--- src/rtl/memwb_if.sv ---
// rtl/memwb_if.sv - memwb handshake, register-file and data-bus signal bundle
// slave is the memwb view; master is the execute/bus/regfile environment view.
interface memwb_if #(
  parameter int RW    = 16,
  parameter int REGNO = 8
);
  logic             i_submit;
  logic             o_ready;
  logic [RW-1:0]    i_data;
  logic [RW-1:0]    i_addr;
  logic [REGNO-1:0] i_reg_ie;
  logic             i_mem_access;
  logic             i_mem_we;
  logic             o_mem_req;
  logic             o_mem_we;
  logic [RW-1:0]    o_mem_addr;
  logic [RW-1:0]    o_mem_data;
  logic [RW-1:0]    i_mem_data;
  logic             i_mem_ack;
  logic [REGNO-1:0] o_reg_ie;
  logic [RW-1:0]    o_reg_data;
  logic             o_bus_err;

  modport slave (
    input  i_submit, i_data, i_addr, i_reg_ie, i_mem_access, i_mem_we,
    input  i_mem_data, i_mem_ack,
    output o_ready, o_mem_req, o_mem_we, o_mem_addr, o_mem_data,
    output o_reg_ie, o_reg_data, o_bus_err
  );

  modport master (
    output i_submit, i_data, i_addr, i_reg_ie, i_mem_access, i_mem_we,
    output i_mem_data, i_mem_ack,
    input  o_ready, o_mem_req, o_mem_we, o_mem_addr, o_mem_data,
    input  o_reg_ie, o_reg_data, o_bus_err
  );
endinterface

--- src/rtl/memwb.sv ---
// rtl/memwb.sv - memory/writeback stage with req/ack data bus
// Optional bus timeout enabled by defining MEMWB_BUS_TIMEOUT_EN.
module memwb #(
  parameter int RW      = 16,
  parameter int REGNO   = 8,
  parameter int TIMEOUT = 255
) (
  input  logic    i_clk,
  input  logic    i_rst,
  memwb_if.slave  bus
);
  typedef enum logic {IDLE, BUS} state_t;

  state_t           state_q, state_d;
  logic             mem_req_q, mem_req_d;
  logic             mem_we_q, mem_we_d;
  logic [RW-1:0]    mem_addr_q, mem_addr_d;
  logic [RW-1:0]    mem_data_q, mem_data_d;
  logic [REGNO-1:0] reg_ie_q, reg_ie_d;
  logic [RW-1:0]    reg_data_q, reg_data_d;
  logic [REGNO-1:0] pend_ie_q, pend_ie_d;

`ifdef MEMWB_BUS_TIMEOUT_EN
  localparam int CW = $clog2(TIMEOUT + 1);
  logic [CW-1:0]    cnt_q, cnt_d;
  logic             bus_err_q, bus_err_d;
`else
  localparam bit unused_timeout_ok = (TIMEOUT >= 1);
`endif

  always_comb begin
    state_d    = state_q;
    mem_req_d  = mem_req_q;
    mem_we_d   = mem_we_q;
    mem_addr_d = mem_addr_q;
    mem_data_d = mem_data_q;
    reg_ie_d   = '0;
    reg_data_d = reg_data_q;
    pend_ie_d  = pend_ie_q;
`ifdef MEMWB_BUS_TIMEOUT_EN
    cnt_d      = cnt_q;
    bus_err_d  = 1'b0;
`endif
    case (state_q)
      IDLE: begin
        if (bus.i_submit) begin
          if (bus.i_mem_access) begin
            mem_addr_d = bus.i_addr;
            mem_data_d = bus.i_data;
            mem_we_d   = bus.i_mem_we;
            pend_ie_d  = bus.i_reg_ie;
            mem_req_d  = 1'b1;
            state_d    = BUS;
`ifdef MEMWB_BUS_TIMEOUT_EN
            cnt_d      = '0;
`endif
          end else begin
            reg_ie_d   = bus.i_reg_ie;
            reg_data_d = bus.i_data;
          end
        end
      end
      BUS: begin
        // Ack wins over a timeout reached in the same cycle.
        if (bus.i_mem_ack) begin
          mem_req_d = 1'b0;
          state_d   = IDLE;
          if (!mem_we_q) begin
            reg_ie_d   = pend_ie_q;
            reg_data_d = bus.i_mem_data;
          end
        end
`ifdef MEMWB_BUS_TIMEOUT_EN
        else if (cnt_q == CW'(TIMEOUT - 1)) begin
          mem_req_d = 1'b0;
          state_d   = IDLE;
          bus_err_d = 1'b1;
        end else begin
          cnt_d = cnt_q + 1'b1;
        end
`endif
      end
    endcase
  end

  always_ff @(posedge i_clk or posedge i_rst) begin
    if (i_rst) begin
      state_q    <= IDLE;
      mem_req_q  <= 1'b0;
      mem_we_q   <= 1'b0;
      mem_addr_q <= '0;
      mem_data_q <= '0;
      reg_ie_q   <= '0;
      reg_data_q <= '0;
      pend_ie_q  <= '0;
`ifdef MEMWB_BUS_TIMEOUT_EN
      cnt_q      <= '0;
      bus_err_q  <= 1'b0;
`endif
    end else begin
      state_q    <= state_d;
      mem_req_q  <= mem_req_d;
      mem_we_q   <= mem_we_d;
      mem_addr_q <= mem_addr_d;
      mem_data_q <= mem_data_d;
      reg_ie_q   <= reg_ie_d;
      reg_data_q <= reg_data_d;
      pend_ie_q  <= pend_ie_d;
`ifdef MEMWB_BUS_TIMEOUT_EN
      cnt_q      <= cnt_d;
      bus_err_q  <= bus_err_d;
`endif
    end
  end

  assign bus.o_ready    = (state_q == IDLE);
  assign bus.o_mem_req  = mem_req_q;
  assign bus.o_mem_we   = mem_we_q;
  assign bus.o_mem_addr = mem_addr_q;
  assign bus.o_mem_data = mem_data_q;
  assign bus.o_reg_ie   = reg_ie_q;
  assign bus.o_reg_data = reg_data_q;
`ifdef MEMWB_BUS_TIMEOUT_EN
  assign bus.o_bus_err  = bus_err_q;
`else
  assign bus.o_bus_err  = 1'b0;
`endif
endmodule

--- src/flat_wrapper.sv ---
// flat-port wrapper written by rule: the top's interface ports become plain ports
module memwb_flat 
#(
  parameter int RW      = 16,
  parameter int REGNO   = 8,
  parameter int TIMEOUT = 255
)
  (i_clk, i_rst, bus_i_submit, bus_i_data, bus_i_addr, bus_i_reg_ie, bus_i_mem_access, bus_i_mem_we, bus_i_mem_data, bus_i_mem_ack, bus_o_ready, bus_o_mem_req, bus_o_mem_we, bus_o_mem_addr, bus_o_mem_data, bus_o_reg_ie, bus_o_reg_data, bus_o_bus_err);
  memwb_if #(.RW(RW), .REGNO(REGNO)) bus_i ();
  input  logic i_clk;
  input  logic i_rst;
  input wire logic [$bits(bus_i.i_submit)-1:0] bus_i_submit;
  input wire logic [$bits(bus_i.i_data)-1:0] bus_i_data;
  input wire logic [$bits(bus_i.i_addr)-1:0] bus_i_addr;
  input wire logic [$bits(bus_i.i_reg_ie)-1:0] bus_i_reg_ie;
  input wire logic [$bits(bus_i.i_mem_access)-1:0] bus_i_mem_access;
  input wire logic [$bits(bus_i.i_mem_we)-1:0] bus_i_mem_we;
  input wire logic [$bits(bus_i.i_mem_data)-1:0] bus_i_mem_data;
  input wire logic [$bits(bus_i.i_mem_ack)-1:0] bus_i_mem_ack;
  output wire logic [$bits(bus_i.o_ready)-1:0] bus_o_ready;
  output wire logic [$bits(bus_i.o_mem_req)-1:0] bus_o_mem_req;
  output wire logic [$bits(bus_i.o_mem_we)-1:0] bus_o_mem_we;
  output wire logic [$bits(bus_i.o_mem_addr)-1:0] bus_o_mem_addr;
  output wire logic [$bits(bus_i.o_mem_data)-1:0] bus_o_mem_data;
  output wire logic [$bits(bus_i.o_reg_ie)-1:0] bus_o_reg_ie;
  output wire logic [$bits(bus_i.o_reg_data)-1:0] bus_o_reg_data;
  output wire logic [$bits(bus_i.o_bus_err)-1:0] bus_o_bus_err;
  assign bus_i.i_submit = bus_i_submit;
  assign bus_i.i_data = bus_i_data;
  assign bus_i.i_addr = bus_i_addr;
  assign bus_i.i_reg_ie = bus_i_reg_ie;
  assign bus_i.i_mem_access = bus_i_mem_access;
  assign bus_i.i_mem_we = bus_i_mem_we;
  assign bus_i.i_mem_data = bus_i_mem_data;
  assign bus_i.i_mem_ack = bus_i_mem_ack;
  assign bus_o_ready = bus_i.o_ready;
  assign bus_o_mem_req = bus_i.o_mem_req;
  assign bus_o_mem_we = bus_i.o_mem_we;
  assign bus_o_mem_addr = bus_i.o_mem_addr;
  assign bus_o_mem_data = bus_i.o_mem_data;
  assign bus_o_reg_ie = bus_i.o_reg_ie;
  assign bus_o_reg_data = bus_i.o_reg_data;
  assign bus_o_bus_err = bus_i.o_bus_err;
  memwb #(.RW(RW), .REGNO(REGNO), .TIMEOUT(TIMEOUT)) u_core (.i_clk(i_clk), .i_rst(i_rst), .bus(bus_i));
endmodule
--- config.mk ---
export PLATFORM = sky130hd
export DESIGN_NAME = memwb_flat
export DESIGN_NICKNAME = d
export VERILOG_FILES = /design/src/rtl/memwb_if.sv /design/src/rtl/memwb.sv /design/src/flat_wrapper.sv
export SDC_FILE = /design/constraint.sdc
export NUM_CORES = 1
export LEC_CHECK = 0
export ABC_CLOCK_PERIOD_IN_PS = 2450
export CORE_ASPECT_RATIO = 0.7
export CORE_MARGIN = 4
export CORE_UTILIZATION = 42
export DETAILED_ROUTE_END_ITERATION = 16
export PLACE_DENSITY = 0.84
export SLEW_MARGIN = 20
export SYNTH_ARGS = -nofsm -noshare
export SYNTH_HDL_FRONTEND = slang
export SYNTH_SLANG_ARGS = --single-unit
--- constraint.sdc ---
create_clock -name i_clk -period 2.45 [get_ports i_clk]
set_input_delay 0.6125 -clock i_clk [delete_from_list [all_inputs] [get_ports i_clk]]
set_output_delay 0.6125 -clock i_clk [all_outputs]
set_load 0.1 [all_outputs]
==> flow_summary.ini, run 1 <==
[route]
drc = 0
ant_nets = 0
drt_iter0_markers = 82
vias = 2164
vias_per_cell = 4.93
routedWlPerCell_um = 16.3
drt_wl_total_um = 7140
first_pass_iters = 5

[setup_path]
end_kind = output pin
cp_cell_sequence = inv_4, buf_12
r2r-start = u_core.state_q
critPathMaxFanout = 14
path_class = flip-flop to output pin
cp_slowest_cell = dfrtp_2
crit_start = u_core.state_q
required_ns = 1.84
cp-start-kind = flip-flop
slowest_delay_ns = 0.51
arrival_ns = 1.16

[global_route]
overflow = 0
grt_pass1_wl_um = 11500
grt_pass1_vias = 2268
grt_max_degree = 33
antenna_found_initial = 0
grt_usage_pct = 18.3

[logic_synthesis]
synth.yosys.seq_area_share_pct = 60.1
syn-cell-area_um2 = 2790
ys_warn_count = 0
syn_inst = 219
synth_fp_nets = 281
ys_seq_elements = 67
synth.area.mux_share_pct = 17.6
synth_top_family_by_area = multiplexers
avgSynthCellArea_um2 = 12.7
synthDistinctLibCells = 25
synth-xor-area-share_pct = 0
synth-compound-area-share_pct = 9.77
synth_adder_area_share_pct = 0
synth_simple_gate_area_share_pct = 6.72

[power_and_ir_drop]
ir_worst_vdd_uv = 574
clkPwrFrac_pct = 18.6
p_per_area_nw_per_um2 = 1140
switching_power_mw = 2.38
p_int_mw = 2.40
p_comb_share_pct = 50.6
power.leakage_nw = 1.91
swShare_pct = 49.8
seqPwrFrac_pct = 30.8

[cells_and_area]
nNetsFinal = 405
final_cell_count_no_fill = 439
drive_gt1_share_pct = 37.6
antenna_cells = 0
synthToLayoutAreaGrowth_pct = 49.4
fillers = 492

[flow_run]
cap_violations = 0

[timing]
max_freq_mhz = 563
finalClockSkew_ns = 0.00453
min_period_over_period_pct = 72.5
worst_pin_slew_ns = 0.501
hold_ws_ns = 0.497
setup_viol = 0
fin_crit_ns = 1.78
hold_viol_final = 0
max_slew_margin_pct = 66.5
drv_slew = 0
fin_setup_tns_ns = 0
rsz0062_at_grt = no

[placed_design]
io_buffers = 120
place_congestion = 0.757
dp.final_hpwl_um = 5410
dpl.cell_count = 423

[clock_tree]
cts_max_level = 3
holdBufCountCts = 0
cts-buffers-inserted = 9
clk_latency_ns = 0.33
cts_tree = built
cts_root_buf = clkbuf_8
clkTransAtPathRegs_ns = 0.07
cts_setup_buffers = 0
clock_path_buffers = 2
cts_resized = 0
clock-sinks = 67

[floorplanning]
io_pins = 122
dieArea_um2 = 8040
coreArea_um2 = 6340
rows = 24
start_util_pct = 44.1
die_w_um = 105
die_h_um = 76.2

[min_path]
hp-start = u_core.bus.o_mem_addr[14]
hold_class = flip-flop to flip-flop

[run_status]
status = completed
-- power groups by stage --
stage	clock network, mW	registers (mW)	logic, mW
2_1_floorplan	0	2.95	0.383
3_3_place_gp	0	1.48	2.41
6_report	0.888	1.47	2.41
3_5_place_dp	0	1.49	2.43
4_1_cts	0.925	1.47	2.43
5_1_grt	0.975	1.50	2.49
-- Yosys cell counts --
library cell	instances	share of area, %
buf_4	3	0.81
nor3_1	10	1.8
o22ai_1	9	2.0
o32ai_1	5	1.6
inv_4	1	0.22
dfrtp_1	67	60
mux2i_1	3	1.1
a221oi_2	5	2.7
o21ai_0	1	0.18
nand3b_2	1	0.40
nor2_1	10	1.3
buf_2	8	1.4
buf_6	1	0.40
conb_1	1	0.13
a21boi_4	1	0.67
a21oi_1	6	1.1
nand3_2	1	0.36
nand2b_1	2	0.45
clkbuf_1	4	0.54
a221oi_1	5	1.6
mux2_2	37	15
mux2_1	4	1.6
inv_1	17	2.3
nor2b_1	1	0.22
nand2_1	16	2.2
-- worst paths after layout --
path	to	slack (ns)	depth (start not counted)
worst max-delay path	bus_o_ready	0.67	2
worst min-delay path	u_core.bus.o_mem_addr[14]	0.50	1
worst max register to register	u_core.bus.o_reg_data[6]	0.93	3
worst min register to register	u_core.bus.o_mem_addr[14]	0.50	1
max in group asynchronous	u_core.bus.o_mem_data[14]	1.22	3
min in group asynchronous	u_core.pend_ie_q[7]	0.62	2
-- registers in the layout, indices dropped and copies added (netlist names) --
register               cells
u_core.state_q             1
u_core.pend_ie_q           8
u_core.bus.o_mem_we        1
u_core.bus.o_mem_data     16
u_core.bus.o_mem_req       1
u_core.bus.o_mem_addr     16
u_core.bus.o_reg_data     16
u_core.bus.o_reg_ie        8
-- metal layers --
metal,global-route usage [%],part of all wire (%),up-vias
met5,0,0,-
met4,3.15,0.11,0
met3,8.30,9.3,2
met2,27.7,46,102
met1,24.4,45,1044
li1,-,-,1016
-- through the flow --
step	worst slack (ns)	area (um2)	util, %	power (mW)
final	0.674	4170	65.8	4.77
after global routing	0.611	4170	65.8	4.96
after CTS	0.644	4170	65.8	4.83
after detailed placement	0.370	3980	62.8	3.92
after global placement	0.413	3980	62.8	3.89
after floorplan	0.154	2790	-	3.34
-- layout by cell type, fill, tap and decap left out, types with 2 or more instances in the layout --
cell type / netlist / layout
nor2_1: 10 / 10
a21oi_1: 6 / 6
mux2_2: 37 / 37
mux2i_1: 3 / 3
o22ai_1: 9 / 9
o32ai_1: 5 / 5
nor3_1: 10 / 10
clkdlybuf4s50_1: 0 / 61
inv_1: 17 / 16
nand2b_1: 2 / 2
mux2_1: 4 / 4
a221oi_2: 5 / 5
dfrtp_1: 67 / 66
a221oi_1: 5 / 5
buf_4: 3 / 65
clkbuf_8: 0 / 10
nand2_1: 16 / 16
buf_12: 0 / 3
clkinv_2: 0 / 3
-- kinds of logic (layout without fill, tap and decap cells) --
group                  after synthesis  count (layout)
AOI/OAI and AO/OA                   32              32
buffers and inverters               34             163
DFF                                 67              67
muxes                               44              44
other                                1               1
and+or+nand+nor                     41              41
-- final cells by class --
cell class	count	area, um2	area share (%)
inverters	18	70.1	1.68
clock inverters	5	52.6	1.26
well taps	91	114	2.73
repair buffers	129	1160	27.8
multi-input cells	118	956	22.9
flip-flops and latches	67	1680	40.2
clock buffers	11	141	3.39
-- critical path, delay by kind of cell, from the launching register on --
kind	cells	cell delay [ns]
flops	1	0.51
buf+inv	2	0.32
No activity file was read; power rests on OpenSTA's default activity.
==> inputs of run 2 (changes only) <==
--- a/config.mk
+++ b/config.mk
@@ -5,12 +5,12 @@
 export SDC_FILE = /design/constraint.sdc
 export NUM_CORES = 1
 export LEC_CHECK = 0
-export ABC_CLOCK_PERIOD_IN_PS = 2450
+export ABC_CLOCK_PERIOD_IN_PS = 1400
 export CORE_ASPECT_RATIO = 0.7
 export CORE_MARGIN = 4
-export CORE_UTILIZATION = 42
+export CORE_UTILIZATION = 38
 export DETAILED_ROUTE_END_ITERATION = 16
-export PLACE_DENSITY = 0.84
+export PLACE_DENSITY = 0.8
 export SLEW_MARGIN = 20
 export SYNTH_ARGS = -nofsm -noshare
 export SYNTH_HDL_FRONTEND = slang
==> constraint.sdc (replaced) <==
create_clock -name i_clk -period 1.4 [get_ports i_clk]
set_input_delay 0.35 -clock i_clk [delete_from_list [all_inputs] [get_ports i_clk]]
set_output_delay 0.35 -clock i_clk [all_outputs]
set_load 0.1 [all_outputs]
==> run 2 against run 1 <==
Combinational power is 120% higher; clock power increased by 62%; the run now ends with setup timing left; critical path depth stayed put; largest power group unchanged; sequential power up 89%; largest cell class is now non-clock buffers; worst hold slack worse by 0.066 ns; critical path type unchanged; clock-buffer cell count is 1 lower; flip-flop and latch count is the same; highest routed layer unchanged.
==> flow_summary.ini, run 2 (synthesized netlist as in run 1, its figures left out) <==
[floorplanning]
die_h_um = 79.7
dieArea_um2 = 8800
coreArea_um2 = 6940
start_util_pct = 40.2
die_w_um = 110
io_pins = 122
rows = 25

[route]
routedWlPerCell_um = 18.1
first_pass_iters = 4
vias_per_cell = 4.98
ant_nets = 0
drt_wl_total_um = 8290
drt_iter0_markers = 55
vias = 2278
drc = 0

[setup_path]
path_class = flip-flop to output pin
arrival_ns = 1.10
cp-endpoint = bus_o_ready
required_ns = 1.05
critPathMaxFanout = 4
r2r_cells = 4
r2r-start = u_core.bus.o_mem_we
end_kind = output pin
r2r_end = u_core.bus.o_reg_data[5]
crit_start = u_core.state_q
reg2reg_setup_slack_ns = 0.04
cp-start-kind = flip-flop

[timing]
fin_setup_tns_ns = -0.0470
max_freq_mhz = 691
rsz0062_at_grt = yes
fin_crit_ns = 1.45
min_period_over_period_pct = 103
hold_viol_final = 0
setup_slack_ns = -0.0470
drv_slew = 0
finalClockSkew_ns = 0.00835
setup_viol = 1

[clock_tree]
cts_max_level = 3
clock-sinks = 67
cts-buffers-inserted = 9
clk_latency_ns = 0.34
clock_path_buffers = 2
clkTransAtPathRegs_ns = 0.08
holdBufCountCts = 0
cts_root_buf = clkbuf_8
cts_tree = built

[cells_and_area]
final_cell_mix = dfrtp_1 (65), buf_12 (62), clkdlybuf4s50_1 (59), mux2_2 (37)
antenna_cells = 0
synthToLayoutAreaGrowth_pct = 84.0
drive_gt1_share_pct = 42.7
nNetsFinal = 420
final_core_util_pct = 74.0
final_common_cell = dfrtp_1

[power_and_ir_drop]
p_per_area_nw_per_um2 = 1850
power.leakage_nw = 2.28
ir_worst_vdd_uv = 920

[global_route]
antenna_found_initial = 0
grt_usage_pct = 19.3
grt_max_degree = 36
grt_pass1_vias = 2451
overflow = 0
grt_pass1_wl_um = 13200

[run_status]
status = finished, violations left
violations = setup timing

[flow_run]
cap_violations = 0

[min_path]
hold_class = input port to async pin

[placed_design]
place_ws_ns = -0.429
place_congestion = 0.791
dp.final_hpwl_um = 6100
io_buffers = 120
==> run 2: cell count changes in the layout (fill, tap and decap cells not counted), moves of 2 or more <==
cell and delta:
buf_12 +59, buf_4 -50, buf_6 +4, o32ai_1 -4, clkinvlp_4 +3, o32ai_2 +3, clkdlybuf4s50_1 -2
==> run 2: per-layer routing <==
| metal | track usage [%] | part of all wire (%) |
|---|---|---|
| met5 | 0 | 0 |
| met1 | 23.8 | 41 |
| met4 | 4.31 | 1.0 |
| met2 | 30.0 | 48 |
| met3 | 10.6 | 10 |
==> run 2: worst max-delay path, stage by stage, from the launching register on <==
cell	delay (ns)
dfrtp_2	0.49
inv_12	0.09
buf_16	0.16
==> run 2: worst min path at each step <==
stage / startpoint / endpoint
3_5_place_dp: u_core.pend_ie_q[4] / u_core.pend_ie_q[4]
6_report: i_rst / u_core.pend_ie_q[1]
3_3_place_gp: u_core.pend_ie_q[1] / u_core.pend_ie_q[1]
4_1_cts: i_rst / u_core.pend_ie_q[1]
2_1_floorplan: bus_i_mem_ack / u_core.state_q
5_1_grt: i_rst / u_core.pend_ie_q[1]
==> run 2: power breakdown <==
group	internal, mW	switching, mW
combinational	1.98	3.32
clock	0.686	0.755
sequential	2.35	0.429
total	5.02	4.50
==> run 2: layout make-up <==
| cell class | instances | area [um2] |
|---|---|---|
| Clock buffer | 10 | 138 |
| Clock inverter | 6 | 41.3 |
| Fill cell | 462 | 1810 |
| Inverter | 18 | 83.8 |
| Multi-Input combinational cell | 119 | 1040 |
| Sequential cell | 67 | 1680 |
| Tap cell | 94 | 118 |
| Timing Repair Buffer | 143 | 2040 |
==> run 2: per-stage QoR <==
stage                     hold WS (ns)  area [um2]  cells  power [mW]
after global placement           0.487        4820    435        7.97
after detailed placement         0.494        4820    435        8.06
after global routing             0.445        5140    457        9.87
after floorplan                  0.446        2820    219        5.86
final                            0.430        5140    457        9.52
after CTS                        0.425        5050    454        9.55
==> run 2: timing repair <==
action,4_1_cts,5_1_grt
gates cloned,0,1
endpoints found under the setup margin,13,11
pin swaps,1,1
setup buffers,3,2
endpoints found under the hold margin,0,0
resized for setup,6,10
==> inputs of run 3 (changes only) <==
--- a/config.mk
+++ b/config.mk
@@ -5,10 +5,11 @@
 export SDC_FILE = /design/constraint.sdc
 export NUM_CORES = 1
 export LEC_CHECK = 0
+export ABC_AREA = 1
 export ABC_CLOCK_PERIOD_IN_PS = 1400
 export CORE_ASPECT_RATIO = 0.7
 export CORE_MARGIN = 4
-export CORE_UTILIZATION = 38
+export CORE_UTILIZATION = 39
 export DETAILED_ROUTE_END_ITERATION = 16
 export PLACE_DENSITY = 0.8
 export SLEW_MARGIN = 20
==> run 3 against run 2 <==
The flow now finishes without violations; utilization is 3.7 points lower; clock power increased by 15%; sequential share of layout area shrank 0.54 points; critical path depth unchanged; routed wire length down 2.7%; power increased by 2.5%; sequential power barely moved.
==> flow_summary.ini, run 3 <==
[cells_and_area]
drive_gt1_share_pct = 27.8
nNetsFinal = 532
fillers = 549
fin_area_um2 = 5210
synthToLayoutAreaGrowth_pct = 71.7
antenna_cells = 0
final_cell_count_no_fill = 573
final_cell_mix = nand2_1 (134), buf_12 (66), dfrtp_1 (66), clkdlybuf4s50_1 (61), inv_1 (43)
final_common_cell = nand2_1

[logic_synthesis]
synth_fp_nets = 402
synth_top_area_share_pct = 55.3
synth_common_cells = nand2_1 (135), dfrtp_1 (67), inv_1 (44)
synth_edf_count = 0
syn_inst = 340
syn-cell-area_um2 = 3030
ys_seq_elements = 67
synthMostInstantiatedCell = nand2_1
yosysTopAreaCell = dfrtp_1
synth.yosys.seq_area_share_pct = 55.3
synth_area_leaders = dfrtp_1 (55%), nand2_1 (17%), o21ai_2 (8.7%)
async_reset_ff_share_pct = 100
synthDistinctLibCells = 18
ys.flop_type = dfrtp_1
avgSynthCellArea_um2 = 8.92
ys_warn_count = 0

[timing]
max_freq_mhz = 737
min_period_over_period_pct = 97.0
setup_slack_ns = 0.0425
fin_crit_ns = 1.36
fin_setup_tns_ns = 0
setup_viol = 0
rsz0062_at_grt = yes
hold_viol_final = 0
finalClockSkew_ns = 0.00934
drv_slew = 0

[clock_tree]
clkTransAtPathRegs_ns = 0.08
cts_root_buf = clkbuf_8
clock-sinks = 67
holdBufCountCts = 0
cts-buffers-inserted = 9
clk_latency_ns = 0.35
cts_tree = built
clock_path_buffers = 2
cts_max_level = 3

[placed_design]
placed_cell_area_um2 = 5000
dpl.cell_count = 556
place_ws_ns = -0.193
io_buffers = 120
dp.final_hpwl_um = 6280
place_congestion = 0.764

[run_status]
status = completed

[setup_path]
critPathMaxFanout = 2
cp-start-kind = flip-flop
arrival_ns = 1.01
path_class = flip-flop to output pin
end_kind = output pin
required_ns = 1.05

[flow_run]
cap_violations = 0

[route]
drc = 0
routedWlPerCell_um = 14.1
drt_iter0_markers = 121
vias_per_cell = 4.56
vias = 2611
first_pass_iters = 5
drt_wl_total_um = 8060
ant_nets = 0

[power_and_ir_drop]
ir_worst_vdd_uv = 974
power.leakage_nw = 2.60
power_mw = 9.76
p_per_area_nw_per_um2 = 1870

[global_route]
grt_max_degree = 49
grt_pass1_vias = 2628
antenna_found_initial = 0
overflow = 0
grt_usage_pct = 18.0
grt_pass1_wl_um = 12900

[floorplanning]
die_w_um = 113
io_pins = 122
dieArea_um2 = 9280
die_h_um = 81.8
start_util_pct = 40.9
coreArea_um2 = 7420
rows = 26

[min_path]
hold_class = input port to async pin
-- run 3: cell count changes after synthesis, sizes merged, moves of 7 or more --
cell    delta
a221oi    -10
inv       +27
mux2      -41
nand2    +124
nand3     +17
nor2       -7
nor3      -10
o21ai     +47
o22ai      -9
-- run 3: per-stage QoR --
step	hold slack, ns	utilization, %
floorplan	0.442	-
global placement	0.460	67.4
detailed placement	0.468	67.4
CTS	0.311	70.2
global route	0.331	70.2
finish	0.315	70.2
-- run 3: layout make-up --
| class | instances | area (um2) | area share, % |
|---|---|---|---|
| Timing Repair Buffer | 136 | 2000 | 38.4 |
| Sequential cell | 67 | 1680 | 32.2 |
| Multi-Input combinational cell | 211 | 1030 | 19.8 |
| Inverter | 45 | 175 | 3.36 |
| Clock buffer | 10 | 138 | 2.64 |
| Tap cell | 98 | 123 | 2.35 |
| Clock inverter | 6 | 63.8 | 1.22 |
-- run 3: power by group --
group          switching, mW  internal (mW)  total (mW)
logic                   3.45           1.87        5.32
clock network          0.794          0.871        1.66
registers              0.431           2.34        2.77
-- run 3: final timing paths --
check	cells after the start	to	slack, ns	from
setup / recovery	2	bus_o_ready	0.04	u_core.state_q
min in group i_clk	2	u_core.bus.o_reg_ie[2]	0.49	u_core.pend_ie_q[2]
setup reg to reg	6	u_core.bus.o_reg_data[5]	0.10	u_core.state_q
hold / removal	2	u_core.bus.o_mem_data[3]	0.32	i_rst
hold reg to reg	2	u_core.bus.o_reg_ie[2]	0.49	u_core.pend_ie_q[2]
max in group asynchronous	3	u_core.bus.o_mem_addr[6]	0.65	i_rst
-- run 3: cells by family after synthesis --
logic type      after synthesis  share of synthesized area [%]
simple gates                161                           22.1
flops                        67                           55.3
buf+inv                      62                           10.8
compound gates               49                           11.8
other cells                   1                          0.124
-- run 3: layer usage --
layer | track usage [%] | wire length (um)
met1 | 20.7 | 3200
met2 | 30.3 | 3990
met3 | 8.25 | 797
met4 | 5.76 | 79
met5 | 0 | 0
-- run 3: critical path, cell delays in order, from the launching register on --
cell and delay (ns):
dfrtp_1 0.41, inv_4 0.08, buf_12 0.17
-- run 3: repair_timing --
item	in CTS	in global routing
setup buffers	1	0
gates resized for setup	1	1
setup endpoints to repair	1	8
